### src/rtl/seg_pkg.sv
// Shared seven-segment definitions: segment codes, digit-enable patterns,
// frame layout and decode helpers used by both display driver and capture.
package seg_pkg;

  localparam int unsigned SEG_W   = 7;
  localparam int unsigned EN_W    = 8;
  localparam int unsigned DIGIT_W = 4;
  localparam int unsigned POS_W   = 3;
  localparam int unsigned NUM_POS = 6;
  localparam int unsigned FRAME_W = NUM_POS * DIGIT_W;
  localparam int unsigned CNT_W   = 8;

  // Active-low segment codes, bit6 = a ... bit0 = g
  localparam logic [SEG_W-1:0] SEG_0     = 7'b0000001;
  localparam logic [SEG_W-1:0] SEG_1     = 7'b1001111;
  localparam logic [SEG_W-1:0] SEG_2     = 7'b0010010;
  localparam logic [SEG_W-1:0] SEG_3     = 7'b0000110;
  localparam logic [SEG_W-1:0] SEG_4     = 7'b1001100;
  localparam logic [SEG_W-1:0] SEG_5     = 7'b0100100;
  localparam logic [SEG_W-1:0] SEG_6     = 7'b0100000;
  localparam logic [SEG_W-1:0] SEG_7     = 7'b0001111;
  localparam logic [SEG_W-1:0] SEG_8     = 7'b0000000;
  localparam logic [SEG_W-1:0] SEG_9     = 7'b0000100;
  localparam logic [SEG_W-1:0] SEG_BLANK = 7'b1111111;

  // Active-low one-hot digit enables
  localparam logic [EN_W-1:0] EN_SEC1  = 8'b1111_1110;
  localparam logic [EN_W-1:0] EN_SEC2  = 8'b1111_1101;
  localparam logic [EN_W-1:0] EN_MIN1  = 8'b1111_1011;
  localparam logic [EN_W-1:0] EN_MIN2  = 8'b1111_0111;
  localparam logic [EN_W-1:0] EN_HOUR1 = 8'b1110_1111;
  localparam logic [EN_W-1:0] EN_HOUR2 = 8'b1101_1111;

  localparam logic [POS_W-1:0] POS_SEC1  = 3'd0;
  localparam logic [POS_W-1:0] POS_SEC2  = 3'd1;
  localparam logic [POS_W-1:0] POS_MIN1  = 3'd2;
  localparam logic [POS_W-1:0] POS_MIN2  = 3'd3;
  localparam logic [POS_W-1:0] POS_HOUR1 = 3'd4;
  localparam logic [POS_W-1:0] POS_HOUR2 = 3'd5;

  typedef enum logic [1:0] {
    ST_WAIT    = 2'd0,
    ST_SETTLE  = 2'd1,
    ST_CAPTURE = 2'd2,
    ST_HOLD    = 2'd3
  } cap_state_t;

  typedef struct packed {
    logic               valid;
    logic [DIGIT_W-1:0] digit;
  } seg_dec_t;

  typedef struct packed {
    logic             valid;
    logic [POS_W-1:0] pos;
  } pos_dec_t;

  // Segment pattern to BCD digit; anything outside 0-9 is invalid
  function automatic seg_dec_t seg_decode(input logic [SEG_W-1:0] s);
    seg_dec_t d;
    d.valid = 1'b1;
    d.digit = '0;
    case (s)
      SEG_0:     d.digit = 4'd0;
      SEG_1:     d.digit = 4'd1;
      SEG_2:     d.digit = 4'd2;
      SEG_3:     d.digit = 4'd3;
      SEG_4:     d.digit = 4'd4;
      SEG_5:     d.digit = 4'd5;
      SEG_6:     d.digit = 4'd6;
      SEG_7:     d.digit = 4'd7;
      SEG_8:     d.digit = 4'd8;
      SEG_9:     d.digit = 4'd9;
      SEG_BLANK: d.valid = 1'b0;
      default:   d.valid = 1'b0;
    endcase
    return d;
  endfunction

  // Digit-enable pattern to frame position; any other pattern is idle
  function automatic pos_dec_t pos_decode(input logic [EN_W-1:0] en);
    pos_dec_t p;
    p.valid = 1'b1;
    p.pos   = '0;
    case (en)
      EN_SEC1:  p.pos = POS_SEC1;
      EN_SEC2:  p.pos = POS_SEC2;
      EN_MIN1:  p.pos = POS_MIN1;
      EN_MIN2:  p.pos = POS_MIN2;
      EN_HOUR1: p.pos = POS_HOUR1;
      EN_HOUR2: p.pos = POS_HOUR2;
      default:  p.valid = 1'b0;
    endcase
    return p;
  endfunction

  // Frame is {hour2, hour1, min2, min1, sec2, sec1}; flags non-12-hour times
  function automatic logic frame_range_err(input logic [FRAME_W-1:0] f);
    logic [DIGIT_W-1:0] sec2;
    logic [DIGIT_W-1:0] min2;
    logic [DIGIT_W-1:0] hour1;
    logic [DIGIT_W-1:0] hour2;
    sec2  = f[1*DIGIT_W +: DIGIT_W];
    min2  = f[3*DIGIT_W +: DIGIT_W];
    hour1 = f[4*DIGIT_W +: DIGIT_W];
    hour2 = f[5*DIGIT_W +: DIGIT_W];
    return (sec2 > 4'd5) || (min2 > 4'd5) || (hour2 > 4'd1) ||
           ((hour2 == 4'd1) && (hour1 > 4'd1));
  endfunction

endpackage

### src/rtl/seg7_decode.sv
// Combinational active-low segment pattern to BCD digit with valid flag.
module seg7_decode
  import seg_pkg::*;
(
  input  logic [SEG_W-1:0]   seg,
  output logic               valid_c,
  output logic [DIGIT_W-1:0] digit_c
);

  seg_dec_t dec_c;

  // Table lookup shared with the display driver
  always_comb begin
    dec_c   = seg_decode(seg);
    valid_c = dec_c.valid;
    digit_c = dec_c.digit;
  end

endmodule

### src/rtl/seg_scan_capture.sv
// Captures a scanned multiplexed seven-segment display back into a BCD frame.
module seg_scan_capture
  import seg_pkg::*;
#(
  parameter int unsigned SETTLE_CYCLES = 8
) (
  input  logic               clk,
  input  logic               reset_n,
  input  logic [EN_W-1:0]    disp_en,
  input  logic [SEG_W-1:0]   seg,
  output logic [FRAME_W-1:0] time_bcd,
  output logic               frame_valid,
  output logic               code_err,
  output logic               range_err
);

  logic [EN_W-1:0]    en_s1, en_s2, en_q;
  logic [SEG_W-1:0]   seg_s1, seg_s2, seg_q;
  cap_state_t         state, state_n;
  logic [CNT_W-1:0]   cnt, cnt_n, cnt_inc_c;
  logic               pair_chg_c;
  logic               cap_c;
  pos_dec_t           pos_cur_c, pos_q_c;
  logic               dig_valid_c;
  logic [DIGIT_W-1:0] dig_c;
  logic [NUM_POS-1:0] mask, mask_wr_c;
  logic [FRAME_W-1:0] hold, hold_wr_c;

  // Two-flop synchronizers plus previous-pair register for change detection
  always_ff @(posedge clk or negedge reset_n) begin
    if (!reset_n) begin
      en_s1  <= '1;
      en_s2  <= '1;
      en_q   <= '1;
      seg_s1 <= '1;
      seg_s2 <= '1;
      seg_q  <= '1;
    end else begin
      en_s1  <= disp_en;
      en_s2  <= en_s1;
      en_q   <= en_s2;
      seg_s1 <= seg;
      seg_s2 <= seg_s1;
      seg_q  <= seg_s2;
    end
  end

  // en_q/seg_q hold the pair that was stable through the settle window
  always_comb begin
    pos_cur_c  = pos_decode(en_s2);
    pos_q_c    = pos_decode(en_q);
    pair_chg_c = ({en_s2, seg_s2} != {en_q, seg_q});
    cnt_inc_c  = (cnt == '1) ? cnt : cnt + CNT_W'(1);
  end

  seg7_decode u_decode (
    .seg     (seg_q),
    .valid_c (dig_valid_c),
    .digit_c (dig_c)
  );

  // FSM state and saturating settle counter
  always_ff @(posedge clk or negedge reset_n) begin
    if (!reset_n) begin
      state <= ST_WAIT;
      cnt   <= '0;
    end else begin
      state <= state_n;
      cnt   <= cnt_n;
    end
  end

  // Next-state: one capture per stable dwell of the synchronized pair
  always_comb begin
    state_n = state;
    cnt_n   = cnt;
    cap_c   = 1'b0;
    case (state)
      ST_WAIT: begin
        cnt_n = '0;
        if (pos_cur_c.valid) state_n = ST_SETTLE;
      end
      ST_SETTLE: begin
        if (!pos_cur_c.valid) begin
          state_n = ST_WAIT;
          cnt_n   = '0;
        end else if (pair_chg_c) begin
          cnt_n = '0;
        end else begin
          cnt_n = cnt_inc_c;
          if (cnt_inc_c >= CNT_W'(SETTLE_CYCLES)) state_n = ST_CAPTURE;
        end
      end
      ST_CAPTURE, ST_HOLD: begin
        cap_c = (state == ST_CAPTURE) && pos_q_c.valid;
        if (!pos_cur_c.valid) begin
          state_n = ST_WAIT;
          cnt_n   = '0;
        end else if (pair_chg_c) begin
          state_n = ST_SETTLE;
          cnt_n   = '0;
        end else begin
          state_n = ST_HOLD;
          cnt_n   = cnt_inc_c;
        end
      end
      default: state_n = ST_WAIT;
    endcase
  end

  // Holding register and mask contents after a valid capture
  always_comb begin
    hold_wr_c = hold;
    hold_wr_c[32'(pos_q_c.pos) * DIGIT_W +: DIGIT_W] = dig_c;
    mask_wr_c = mask | (NUM_POS'(1) << pos_q_c.pos);
  end

  // Frame assembly, publication and error pulses
  always_ff @(posedge clk or negedge reset_n) begin
    if (!reset_n) begin
      hold        <= '0;
      mask        <= '0;
      time_bcd    <= '0;
      frame_valid <= 1'b0;
      code_err    <= 1'b0;
      range_err   <= 1'b0;
    end else begin
      frame_valid <= 1'b0;
      code_err    <= 1'b0;
      range_err   <= 1'b0;
      if (cap_c) begin
        if (!dig_valid_c) begin
          code_err <= 1'b1;
          mask     <= '0;
          hold     <= '0;
        end else if (mask_wr_c == '1) begin
          hold        <= hold_wr_c;
          time_bcd    <= hold_wr_c;
          frame_valid <= 1'b1;
          range_err   <= frame_range_err(hold_wr_c);
          mask        <= '0;
        end else begin
          hold <= hold_wr_c;
          mask <= mask_wr_c;
        end
      end
    end
  end

endmodule

### config.mk
export PLATFORM = sky130hd
export DESIGN_NAME = seg_scan_capture
export DESIGN_NICKNAME = d
export VERILOG_FILES = /design/src/rtl/seg_pkg.sv /design/src/rtl/seg7_decode.sv /design/src/rtl/seg_scan_capture.sv
export SDC_FILE = /design/constraint.sdc
export NUM_CORES = 1
export LEC_CHECK = 0
export BUFFER_PORTS_ARGS = -buffer_cell sky130_fd_sc_hd__buf_2
export CAP_MARGIN = 15
export CELL_PAD_IN_SITES_DETAIL_PLACEMENT = 1
export CELL_PAD_IN_SITES_GLOBAL_PLACEMENT = 1
export CORE_MARGIN = 5
export CORE_UTILIZATION = 35
export CTS_BUF_LIST = sky130_fd_sc_hd__clkbuf_4 sky130_fd_sc_hd__clkbuf_8
export DETAILED_ROUTE_END_ITERATION = 12
export PLACE_DENSITY = 0.59
export SYNTH_ARGS = -nofsm -noshare
export SYNTH_HDL_FRONTEND = slang
export SYNTH_SLANG_ARGS = --single-unit
### constraint.sdc
create_clock -name clk -period 4.7 [get_ports clk]
set_input_delay 0.235 -clock clk [delete_from_list [all_inputs] [get_ports clk]]
set_output_delay 0.235 -clock clk [all_outputs]
set_load 0.03 [all_outputs]
# ---- Word-level counts from Yosys, hierarchy flattened
# Cells that the tools add are included.
dict set report word_totals {
  input_bits 17
  out_inout_bits 27
  elab_cells 99
  register_bits 112
}
dict set report op_classes {
  reduce_logical 14
  eq_ne 31
  n_shift 3
  muxes 29
  n_lt_le_gt_ge 5
  n_addsub 2
  bitwise 1
}
# cell count
set op_table {}
lappend op_table {{8-bit equality test (second input constant)} 13}
lappend op_table {{4-bit one-hot mux with 9 select lines} 1}
lappend op_table {{5-bit negator with 34-bit output} 1}
lappend op_table {{4-bit by 34-bit variable shift with 24-bit output (first input constant)} 1}
lappend op_table {{4-bit by 34-bit variable part select with 24-bit output} 1}
lappend op_table {{24-bit bitwise mux} 1}
lappend op_table {{24-bit two-way mux} 1}
lappend op_table {{8-bit two-way mux} 3}
lappend op_table {{8-bit one-hot mux with 2 select lines} 1}
lappend op_table {{15-bit != test} 1}
lappend op_table {{3-bit one-hot mux with 5 select lines} 1}
lappend op_table {{7-bit by 3-bit equality test with 1-bit output (second input constant)} 2}
lappend op_table {{7-bit by 6-bit equality test with 1-bit output (second input constant)} 2}
lappend op_table {{7-bit equality test (second input constant)} 2}
lappend op_table {{1-bit two-way mux} 12}
lappend op_table {{2-bit two-way mux} 6}
lappend op_table {{6-bit two-way mux} 2}
lappend op_table {{6-bit OR reduction} 2}
lappend op_table {{10-bit OR reduction} 1}
lappend op_table {{8-bit by 1-bit adder with 8-bit output (second input constant)} 1}
lappend op_table {{8-bit by 4-bit greater-or-equal comparator with 1-bit output (second input constant)} 1}
lappend op_table {{4-bit by 1-bit greater-than comparator with 1-bit output (second input constant)} 2}
lappend op_table {{4-bit by 3-bit greater-than comparator with 1-bit output (second input constant)} 2}
lappend op_table {{7-bit by 1-bit equality test with 1-bit output (second input constant)} 1}
lappend op_table {{other kinds (18)} 24}

# ---- Depth between registers and ports, before layout
# Gate-level depths: netlist of run 1.
dict set report depth {
  ltp_word 12
  ltp_mapped 15
  mapped_depth_nobuf 12
}

# ---- By module
# Synthesis of run 1 repeated with hierarchy kept, for this count alone.
dict set report hier_totals {
  hier_cells 465
  area_unflattened_um2 5132.4
}
# mod seq_area_each_um2 area_each_um2 cells_per_inst n_inst
set modules_own_cells {}
lappend modules_own_cells {seg_scan_capture 2859.0 4949.7 441 1}
lappend modules_own_cells {seg7_decode 0.0 182.7 24 1}

# ---- Worst setup path after synthesis of run 1
# No wires, ideal clock.
dict set report synth_timing {
  kind {register to register}
  startpoint {register en_q[3]}
  endpoint {register time_bcd[2]}
  n_path_buf 2
  stages_incl_launch_ff 13
  synth_period_minus_slack_ns 3.583
  setup_ns 0.125
  arrival_time_ns 3.458
  slack_ns 1.117
  required_ns 4.575
  cell_sequence {dfstp_2 > buf_4 > xnor2_1 > mux2_2 > nor2_1 > inv_1 > ha_1 > ha_1 > clkbuf_1 > or3_1 > a311oi_2 > mux2_2 > mux2_2}
}
dict set report synth_via {
  elab_chain_cells 6
  elab_cells_between_ends 19
  classes_between {add/sub: 1; eq/ne: 7; shift: 3; mux: 4; bitwise: 1; reduce/logical: 3}
}
# element line_no
set synth_lines {}
lappend synth_lines {{start: declaration} seg_scan_capture.sv:17} ;# logic [EN_W-1:0] en_s1, en_s2, en_q;
lappend synth_lines {{start signal: assignment} seg_scan_capture.sv:41} ;# en_q <= en_s2;
lappend synth_lines {{parallel branches: the longest is 6 deep, another holds 5-bit negator with 34-bit output} --}
lappend synth_lines {{end signal: assignment} seg_scan_capture.sv:138} ;# time_bcd <= hold_wr_c;
lappend synth_lines {{end: declaration} seg_scan_capture.sv:11} ;# output logic [FRAME_W-1:0] time_bcd,
# Parallel ways; which one is timed is not known.
# A chain may end at the register's enable or synchronous reset.

# ---- Worst setup path after layout of run 1
dict set report layout_timing {
  startpoint {register en_q[5]}
  endpoint {register time_bcd[3]}
}
# The elaborated chain is that of the path after synthesis.

==> flow_summary.yaml, run 1 <==
cts:
  root_buffer: "clkbuf_8"
  htree_levels: 3
  clockBufferDepth: 2
  tritoncts: "built"
  path_clk_slew_ns: 0.11
  numCtsBuffers: 9
  clock_latency_ns: 0.40
  cts-resized-gates: 0
  cts_sinks: 112
hold_path:
  holdPathStages: 0
  hold_path_class: "reg -> reg"
  min-delay-start: "seg_s1[5]"
  hold_path_end: "seg_s2[5]"
finish:
  nFillCells: 1568
  syn_to_final_growth_pct: 14.9
  n_antenna_cell: 0
  nets: 517
  drive_above_1_share: 0.317
critical_path:
  r2r-end: "time_bcd[3]"
  cpPeakStageDelay_ns: 0.64
  cp_top_family: "multiplexers"
  reg2reg_slack_ns: 0.75
  worstPathRequired_ns: 4.99
  cp_num_buf_inv: 1
  reg2reg_from: "en_q[5]"
  critPathMaxFanout: 9
  cp_common_cell: "mux2_2"
  arrival_ns: 4.24
  cp_cell_sequence: "xnor2_1, mux2_2, nor2_1, inv_1, ha_1, ha_1, or3_1, a311oi_2, mux2_2, mux2_2"
  crit_slowest_cell: "dfstp_2"
  end_kind: "flop"
  path_class: "reg -> reg"
  startpoint_type: "flop"
  ff2ff_path_depth: 10
yosys:
  synth_nets: 459
  async_reset_ff_frac: 1.00
  syn_area_um2: 5230
  synthFlopType: "dfrtp_1"
  avgSynthCellArea_um2: 12.0
  yosysWarnings: 0
  ys_ff_latch: 112
  synth_edf_count: 0
  synthCells: 435
  ys_seq_area_frac: 0.547
  yosysUniqueCellTypes: 67
detailed_routing:
  drt_first_pass_iters: 4
  finalWirelength_mm: 11.9
  drtIter0Drc: 132
  drc: 0
  num_vias: 3597
  routed_via_density: 5.27
  final_antenna_net_count: 0
  drt-wirelength-per-cell_um: 17.4
die:
  die_h_um: 132
  die_area_um2: 17500
  start_util: 0.358
  row_count: 44
  core_um2: 14600
  ios: 44
  fp.dieW_um: 132
global_routing:
  grt_pass1_vias: 3947
  grt_usage: 0.144
  grt_overflow_total: 0
  grt_max_degree: 65
  grt_pass1_wl_mm: 20.7
  antenna_found_initial: 0
timing:
  maxSlewViolCount: 0
  fmax_ghz: 0.253
  relSlewSlack: 0.387
  timing.hold.ws_ns: 0.354
  rsz0062_at_grt: "no"
  hold_violations: 0
  period_share: 0.841
  setup_violations: 0
  finalCriticalPeriod_ns: 3.95
  tightest_slew_ns: 0.909
  fin_worst_skew_ns: 0.0146
  fin_setup_tns_ns: 0
power_and_ir_drop:
  ir_drop_mv: 0.262
  powerDensity_nw_per_um2: 302
  leakage_nw: 2.62
placement:
  dp_hpwl_mm: 8.53
  gp_congestion: 0.804
  io_buffers: 43
run_status:
  outcome: "finished, final reports clean"
flow_run:
  cap_violations: 0
==> metrics by stage <==
stage / worst slack, ns / instances / total power, mW / cell area [µm²] / utilization
after detailed placement: 0.752 / 650 / 1.12 / 5590 / 0.383
final: 0.746 / 682 / 1.82 / 6010 / 0.412
after global routing: 0.513 / 682 / 1.90 / 6010 / 0.412
after CTS: 0.733 / 682 / 1.85 / 6010 / 0.412
after floorplan: 1.12 / 435 / 1.07 / 5230 / -
after global placement: 0.865 / 650 / 1.11 / 5590 / 0.383
==> report_power, final <==
part	total, mW	internal, mW	switching (mW)
combinational	0.0838	0.0349	0.0489
sequential	1.02	1.00	0.0227
clock	0.710	0.372	0.339
total	1.82	1.41	0.410
==> layout make-up <==
class,instances,area (µm²),share of cell area
Clock buffer,10,138,0.0229
Clock inverter,6,114,0.0190
Inverter,14,57.6,0.00958
Multi-Input combinational cell,293,2200,0.366
Sequential cell,112,2860,0.476
Tap cell,184,230,0.0383
Timing Repair Buffer,63,408,0.0679
==> metal layers <==
metal  up-vias  share of wire  global-route usage  wire length (µm)
li1       1691              -                   -                 -
met1      1826           0.47               0.193              5550
met2        65           0.48               0.232              5720
met3        15          0.036              0.0344               429
met4         0          0.016              0.0436               193
met5         -              0                   0                 0
==> cells by family after synthesis <==
group           Yosys count  synth area share
flops                   112             0.547
buf+inv                  30            0.0325
fa+ha+maj                 7            0.0167
xor+xnor                 25            0.0419
compound gates           86             0.123
simple gates            129             0.129
mux                      46             0.110
==> sequential cells by signal, summed over array words and instances (netlist names) <==
name / flops
time_bcd: 24
seg_s2: 7
seg_q: 7
seg_s1: 7
cnt: 8
en_s1: 8
code_err: 1
mask: 6
state: 2
hold: 24
range_err: 1
en_s2: 8
en_q: 8
frame_valid: 1
==> Yosys cell counts, types with 2 or more instances <==
| cell type | n | share of area |
|---|---|---|
| o22ai_1 | 5 | 0.0060 |
| or4_1 | 2 | 0.0029 |
| nand2_1 | 35 | 0.025 |
| nor4_1 | 6 | 0.0072 |
| dfstp_2 | 45 | 0.23 |
| and4b_1 | 2 | 0.0038 |
| and3_1 | 2 | 0.0024 |
| o22a_1 | 2 | 0.0034 |
| a32o_1 | 8 | 0.015 |
| o21a_1 | 2 | 0.0029 |
| a21oi_1 | 16 | 0.015 |
| nor3_1 | 9 | 0.0086 |
| inv_1 | 13 | 0.0093 |
| nor3b_1 | 2 | 0.0029 |
| xnor2_1 | 4 | 0.0067 |
| o31a_1 | 2 | 0.0034 |
| o21ai_0 | 16 | 0.015 |
| or3_1 | 2 | 0.0024 |
| nand4_1 | 7 | 0.0084 |
| o2bb2ai_1 | 6 | 0.010 |
| mux2_2 | 20 | 0.043 |
| and2_1 | 4 | 0.0048 |
| clkbuf_1 | 8 | 0.0057 |
| nor2_1 | 24 | 0.017 |
| o31ai_1 | 6 | 0.0086 |
| nor3_2 | 3 | 0.0057 |
| xor2_1 | 21 | 0.035 |
| mux2i_1 | 8 | 0.015 |
| nand3_1 | 15 | 0.014 |
| a21o_1 | 2 | 0.0029 |
| ha_1 | 7 | 0.017 |
| a211oi_1 | 2 | 0.0029 |
| nand2b_1 | 5 | 0.0060 |
| buf_4 | 3 | 0.0043 |
| a41oi_1 | 3 | 0.0050 |
| and4_1 | 2 | 0.0034 |
| nor2b_1 | 2 | 0.0024 |
| mux2_4 | 18 | 0.052 |
| buf_12 | 2 | 0.0077 |
| dfrtp_1 | 67 | 0.32 |
==> layout by cell type (no fill, tap or decap), types with 3 or more instances in the layout <==
master and n:
and2_1 4, mux2i_1 8, dfstp_2 45, bufinv_16 3, o22ai_1 5, a41oi_1 3
buf_2 42, o31ai_1 6, buf_4 5, xor2_1 21, a21oi_1 16, nor2_1 24
nand3_1 15, nor3_1 9, o21ai_0 16, inv_1 13, nand4_1 7, clkbuf_8 10
nor3_2 3, o2bb2ai_1 6, nand2_1 35, xnor2_1 4, nand2b_1 5, mux2_2 20
dlygate4sd3_1 16, nor4_1 6, a32o_1 8, ha_1 7, dfrtp_1 67, mux2_4 18
==> worst max-delay path by stage <==
| stage | from | to | cells after the start |
|---|---|---|---|
| 2_1_floorplan | en_q[3] | time_bcd[2] | 12 |
| 3_3_place_gp | en_q[1] | time_bcd[1] | 9 |
| 3_5_place_dp | en_q[1] | time_bcd[3] | 9 |
| 4_1_cts | en_q[1] | time_bcd[3] | 9 |
| 5_1_grt | en_q[5] | time_bcd[3] | 10 |
| 6_report | en_q[5] | time_bcd[3] | 10 |
==> what timing repair did <==
item                       in CTS  in global routing
hold buffers                   16                  0
setup endpoints to repair       0                  0
setup buffers                   0                  0
hold endpoints to repair       33                  0
==> worst register-to-register path: cells and delay by family (launching register included) <==
family                   cells  cell delay [ns]
multiplexers                 3             0.99
XOR/XNOR                     1             0.11
flip-flops                   1             0.64
AO/OA/AOI/OAI                1             0.63
adder cells (fa/ha/maj)      2             0.62
AND/OR/NAND/NOR              2             0.73
buffers and inverters        1             0.11
Power figures use the tool's default switching activity.
==> run 2: changes to the inputs <==
- clock period: 4.7 -> 3.9 ns (I/O delays scaled with it)
==> run 2 against run 1 <==
Register-to-register slack lost 0.38 ns. Clock-buffer cell count shrank 1. Clock power shrank 5.1%. Core utilization shrank 0.25 points. Sequential power grew 21%. Critical endpoint unchanged. Largest power group unchanged. Highest routed layer unchanged.
==> flow_summary.yaml, run 2 (synthesized netlist as in run 1, its figures left out) <==
cts:
  root_buffer: "clkbuf_8"
  tritoncts: "built"
  cts_setup_buffers: 0
  numCtsBuffers: 9
  clock_latency_ns: 0.40
  path_clk_slew_ns: 0.11
  clockBufferDepth: 2
  htree_levels: 3
  cts_sinks: 112
finish:
  nets: 521
  layout_common_cells: "67 x dfrtp_1, 45 x dfstp_2, 42 x buf_2"
  post-route-util: 0.409
  n_antenna_cell: 0
  final_common_cell: "dfrtp_1"
  top_regs: "hold x24, time_bcd x24"
  nFillCells: 1578
  drive_above_1_share: 0.323
  syn_to_final_growth_pct: 14.2
power_and_ir_drop:
  net-switching-power_mw: 0.516
  power_frac_clock: 0.336
  leakage_nw: 2.60
  ir_drop_mv: 0.258
  switching_share: 0.257
  internal_power_mw: 1.49
  seqPwrFrac: 0.613
  powerDensity_nw_per_um2: 337
  combPwrFrac: 0.051
run_status:
  outcome: "finished, final reports clean"
timing:
  fmax_ghz: 0.283
  maxSlewViolCount: 0
  tightest_slew_ns: 0.924
  fin_setup_tns_ns: 0
  relSlewSlack: 0.384
  finalCriticalPeriod_ns: 3.54
  fin_worst_skew_ns: 0.0163
  period_share: 0.907
  hold_violations: 0
  fin_ws_ns: 0.363
  setup_violations: 0
  rsz0062_at_grt: "no"
die:
  fp.dieW_um: 132
  die_area_um2: 17500
  core_um2: 14600
  start_util: 0.358
  row_count: 44
  ios: 44
  die_h_um: 132
flow_run:
  cap_violations: 0
critical_path:
  startpoint_type: "flop"
  reg2reg_from: "en_q[1]"
  path_class: "reg -> reg"
  startpoint: "en_q[1]"
  arrival_ns: 3.83
  end_kind: "flop"
  critPathMaxFanout: 10
  worstPathRequired_ns: 4.20
global_routing:
  grt_overflow_total: 0
  grt_max_degree: 73
  antenna_found_initial: 0
  grt_pass1_vias: 3953
  grt_pass1_wl_mm: 20.9
  grt_usage: 0.147
placement:
  io_buffers: 43
  dp_slack_ns: 0.391
  gp_congestion: 0.782
  dp_hpwl_mm: 8.57
hold_path:
  min-delay-start: "en_s1[7]"
  hold_path_class: "reg -> reg"
detailed_routing:
  drc: 0
  num_vias: 3607
  drt-wirelength-per-cell_um: 17.6
  finalWirelength_mm: 12.1
  final_antenna_net_count: 0
  drt_first_pass_iters: 4
  routed_via_density: 5.26
  drtIter0Drc: 198
## run 2: changes by cell type in the layout (fill, tap and decap cells not counted)
cell,delta
buf_4,+4
bufinv_16,-3
clkbuf_8,-1
clkinv_4,+2
inv_4,-1
inv_6,+3
## run 2: worst paths after layout
| path | to | slack (ns) | cells past startpoint |
|---|---|---|---|
| max in group asynchronous | en_s1[6] | 2.34 | 3 |
| min in group asynchronous | time_bcd[5] | 0.46 | 2 |
| hold reg to reg | en_s2[7] | 0.35 | 0 |
| setup reg to reg | time_bcd[3] | 0.36 | 10 |
| hold / removal | en_s2[7] | 0.35 | 0 |
| setup / recovery | time_bcd[3] | 0.36 | 10 |
## run 2: area by class of cell
cell class	count	area, µm²	share of cell area
flip-flops and latches	112	2860	0.479
repair buffers	67	438	0.0734
clock buffers	9	124	0.0208
inverters	14	57.6	0.00964
clock inverters	7	61.3	0.0103
multi-input cells	293	2200	0.368
well taps	184	230	0.0386
## run 2: metrics by stage
| stage | hold WS, ns | std cells | instance area (µm²) | total power [mW] |
|---|---|---|---|---|
| 2_1_floorplan | -0.101 | 435 | 5230 | 1.30 |
| 3_3_place_gp | 0.299 | 654 | 5620 | 1.34 |
| 3_5_place_dp | 0.302 | 654 | 5620 | 1.35 |
| 4_1_cts | 0.347 | 686 | 5970 | 2.05 |
| 5_1_grt | 0.353 | 686 | 5970 | 2.12 |
| 6_report | 0.345 | 686 | 5970 | 2.01 |
## run 2: worst max-delay path, cell delays in order (launching register included)
cell and delay [ns]:
dfstp_2 0.66, mux2_2 0.41, nor2_1 0.15, inv_1 0.08, ha_1 0.23, ha_1 0.38, or3_1 0.41, a311oi_2 0.29
buf_4 0.21, mux2_2 0.34, mux2_2 0.26
## run 2: power groups by stage
stage	registers, mW	logic (mW)	clock network (mW)
floorplan	1.24	0.0544	0
global placement	1.25	0.0905	0
detailed placement	1.25	0.0927	0
CTS	1.23	0.105	0.710
global route	1.24	0.117	0.765
finish	1.23	0.102	0.674
## run 2: timing repair
action	4_1_cts	5_1_grt
hold endpoints to repair	82	0
endpoints found under the setup margin	0	0
gates resized for setup	0	0
hold buffers	16	0
## run 2: metal layers
metal	GRT usage	vias to the layer above	share of wire
met5	0	-	0
met3	0.0374	15	0.039
met2	0.239	59	0.49
met4	0.0447	0	0.016
li1	-	1702	-
met1	0.192	1831	0.46
==> run 3: changes to the inputs <==
- CORE_ASPECT_RATIO: default -> 1.5
==> run 3 against run 2 <==
Flip-flop and latch count did not move. Via count rose by 0.53%. Critical path type unchanged. First-iteration DRC count fell by 31%. Largest power group unchanged.
==> flow_summary.yaml, run 3 (synthesized netlist as in run 1, its figures left out) <==
run_status:
  outcome: "finished, final reports clean"
placement:
  dpl-instance-area_um2: 5650
  dp_hpwl_mm: 8.97
  gp_congestion: 0.806
  io_buffers: 43
die:
  ios: 44
  die_area_um2: 17500
  row_count: 54
  fp.dieW_um: 110
  die_h_um: 160
  core_um2: 14600
  start_util: 0.358
critical_path:
  worstPathRequired_ns: 4.16
  cpPeakStageDelay_ns: 0.65
  end_kind: "flop"
  path_class: "reg -> reg"
  cp_cell_sequence: "mux2_2, nor2_1, inv_1, ha_1, ha_1, or3_1, a311oi_2, buf_4, mux2_2, mux2_2"
  arrival_ns: 3.79
  crit_slowest_cell: "dfstp_2"
  reg2reg_slack_ns: 0.37
  cp_common_cell: "mux2_2"
  critPathMaxFanout: 10
  startpoint_type: "flop"
timing:
  finalCriticalPeriod_ns: 3.53
  setup_violations: 0
  fin_worst_skew_ns: 0.0256
  period_share: 0.906
  hold_violations: 0
  maxSlewViolCount: 0
  fin_setup_tns_ns: 0
  rsz0062_at_grt: "no"
  relSlewSlack: 0.538
  fmax_ghz: 0.283
  tightest_slew_ns: 0.685
finish:
  syn_to_final_growth_pct: 15.5
  drive_above_1_share: 0.325
  post-route-util: 0.414
  layout_common_cells: "67 x dfrtp_1, 45 x dfstp_2, 42 x buf_2"
  nFillCells: 1597
  n_antenna_cell: 0
  ff_latch_area_um2: 2860
  top_regs: "hold x24, time_bcd x24"
  nets: 523
  stdcell_area_um2: 6040
  final_common_cell: "dfrtp_1"
  multiInputGateArea_um2: 2200
cts:
  cts_sinks: 112
  numCtsBuffers: 9
  path_clk_slew_ns: 0.12
  root_buffer: "clkbuf_8"
  clock_latency_ns: 0.38
  clockBufferDepth: 2
  tritoncts: "built"
  cts_setup_buffers: 0
  htree_levels: 3
detailed_routing:
  drtIter0Drc: 136
  drt_first_pass_iters: 4
  drt-wirelength-per-cell_um: 17.3
  num_vias: 3626
  drc: 0
  final_antenna_net_count: 0
  routed_via_density: 5.18
  finalWirelength_mm: 12.1
power_and_ir_drop:
  ir_drop_mv: 0.255
  power.total_mw: 2.05
  powerDensity_nw_per_um2: 340
  leakage_nw: 2.63
hold_path:
  hold_path_class: "in -> async"
global_routing:
  grt_pass1_wl_mm: 20.4
  antenna_found_initial: 0
  grt_pass1_vias: 3881
  grt_max_degree: 82
  grt_overflow_total: 0
  grt_usage: 0.147
flow_run:
  cap_violations: 0
[run 3: critical path, delay by kind of cell (launching register included)]
kind            cells  cell delay, ns
compound gates      1            0.27
fa+ha+maj           2            0.62
buf+inv             2            0.29
flops               1            0.65
mux                 3            1.02
simple gates        2            0.58
[run 3: stage by stage]
step | hold WS [ns] | cells | worst slack (ns)
3_5_place_dp | 0.301 | 667 | 0.362
3_3_place_gp | 0.302 | 667 | 0.469
5_1_grt | 0.289 | 700 | 0.240
4_1_cts | 0.0247 | 698 | 0.346
2_1_floorplan | -0.101 | 435 | 0.317
6_report | 0.287 | 700 | 0.368
[run 3: what timing repair did]
item,CTS,global route
endpoints found under the hold margin,15,15
gates resized for setup,0,0
hold buffers,15,1
[run 3: power by group]
part / switching (mW) / total [mW] / internal, mW
logic: 0.0610 / 0.108 / 0.0467
registers: 0.0282 / 1.23 / 1.20
clock network: 0.380 / 0.712 / 0.332
[run 3: final timing paths]
path / startpoint / end / cells past startpoint
hold / removal: reset_n / time_bcd[6] / 2
setup / recovery: en_q[1] / time_bcd[3] / 10
hold reg to reg: en_s1[1] / en_s2[1] / 0
max in group asynchronous: reset_n / seg_s2[4] / 3
min in group clk: en_s1[1] / en_s2[1] / 0
setup reg to reg: en_q[1] / time_bcd[3] / 10
[run 3: layer usage]
metal	global-route usage	part of all wire	wire length, µm
met1	0.174	0.41	4960
met2	0.266	0.55	6720
met3	0.0267	0.020	248
met4	0.0425	0.016	194
met5	0	0	0
[run 3: final cells by class]
cell class	instances	area share
sequential	112	0.474
multi-input combinational	293	0.364
inverter	14	0.00953
tap	196	0.0406
timing repair buffer	69	0.0783
clock buffer	12	0.0253
clock inverter	4	0.00829
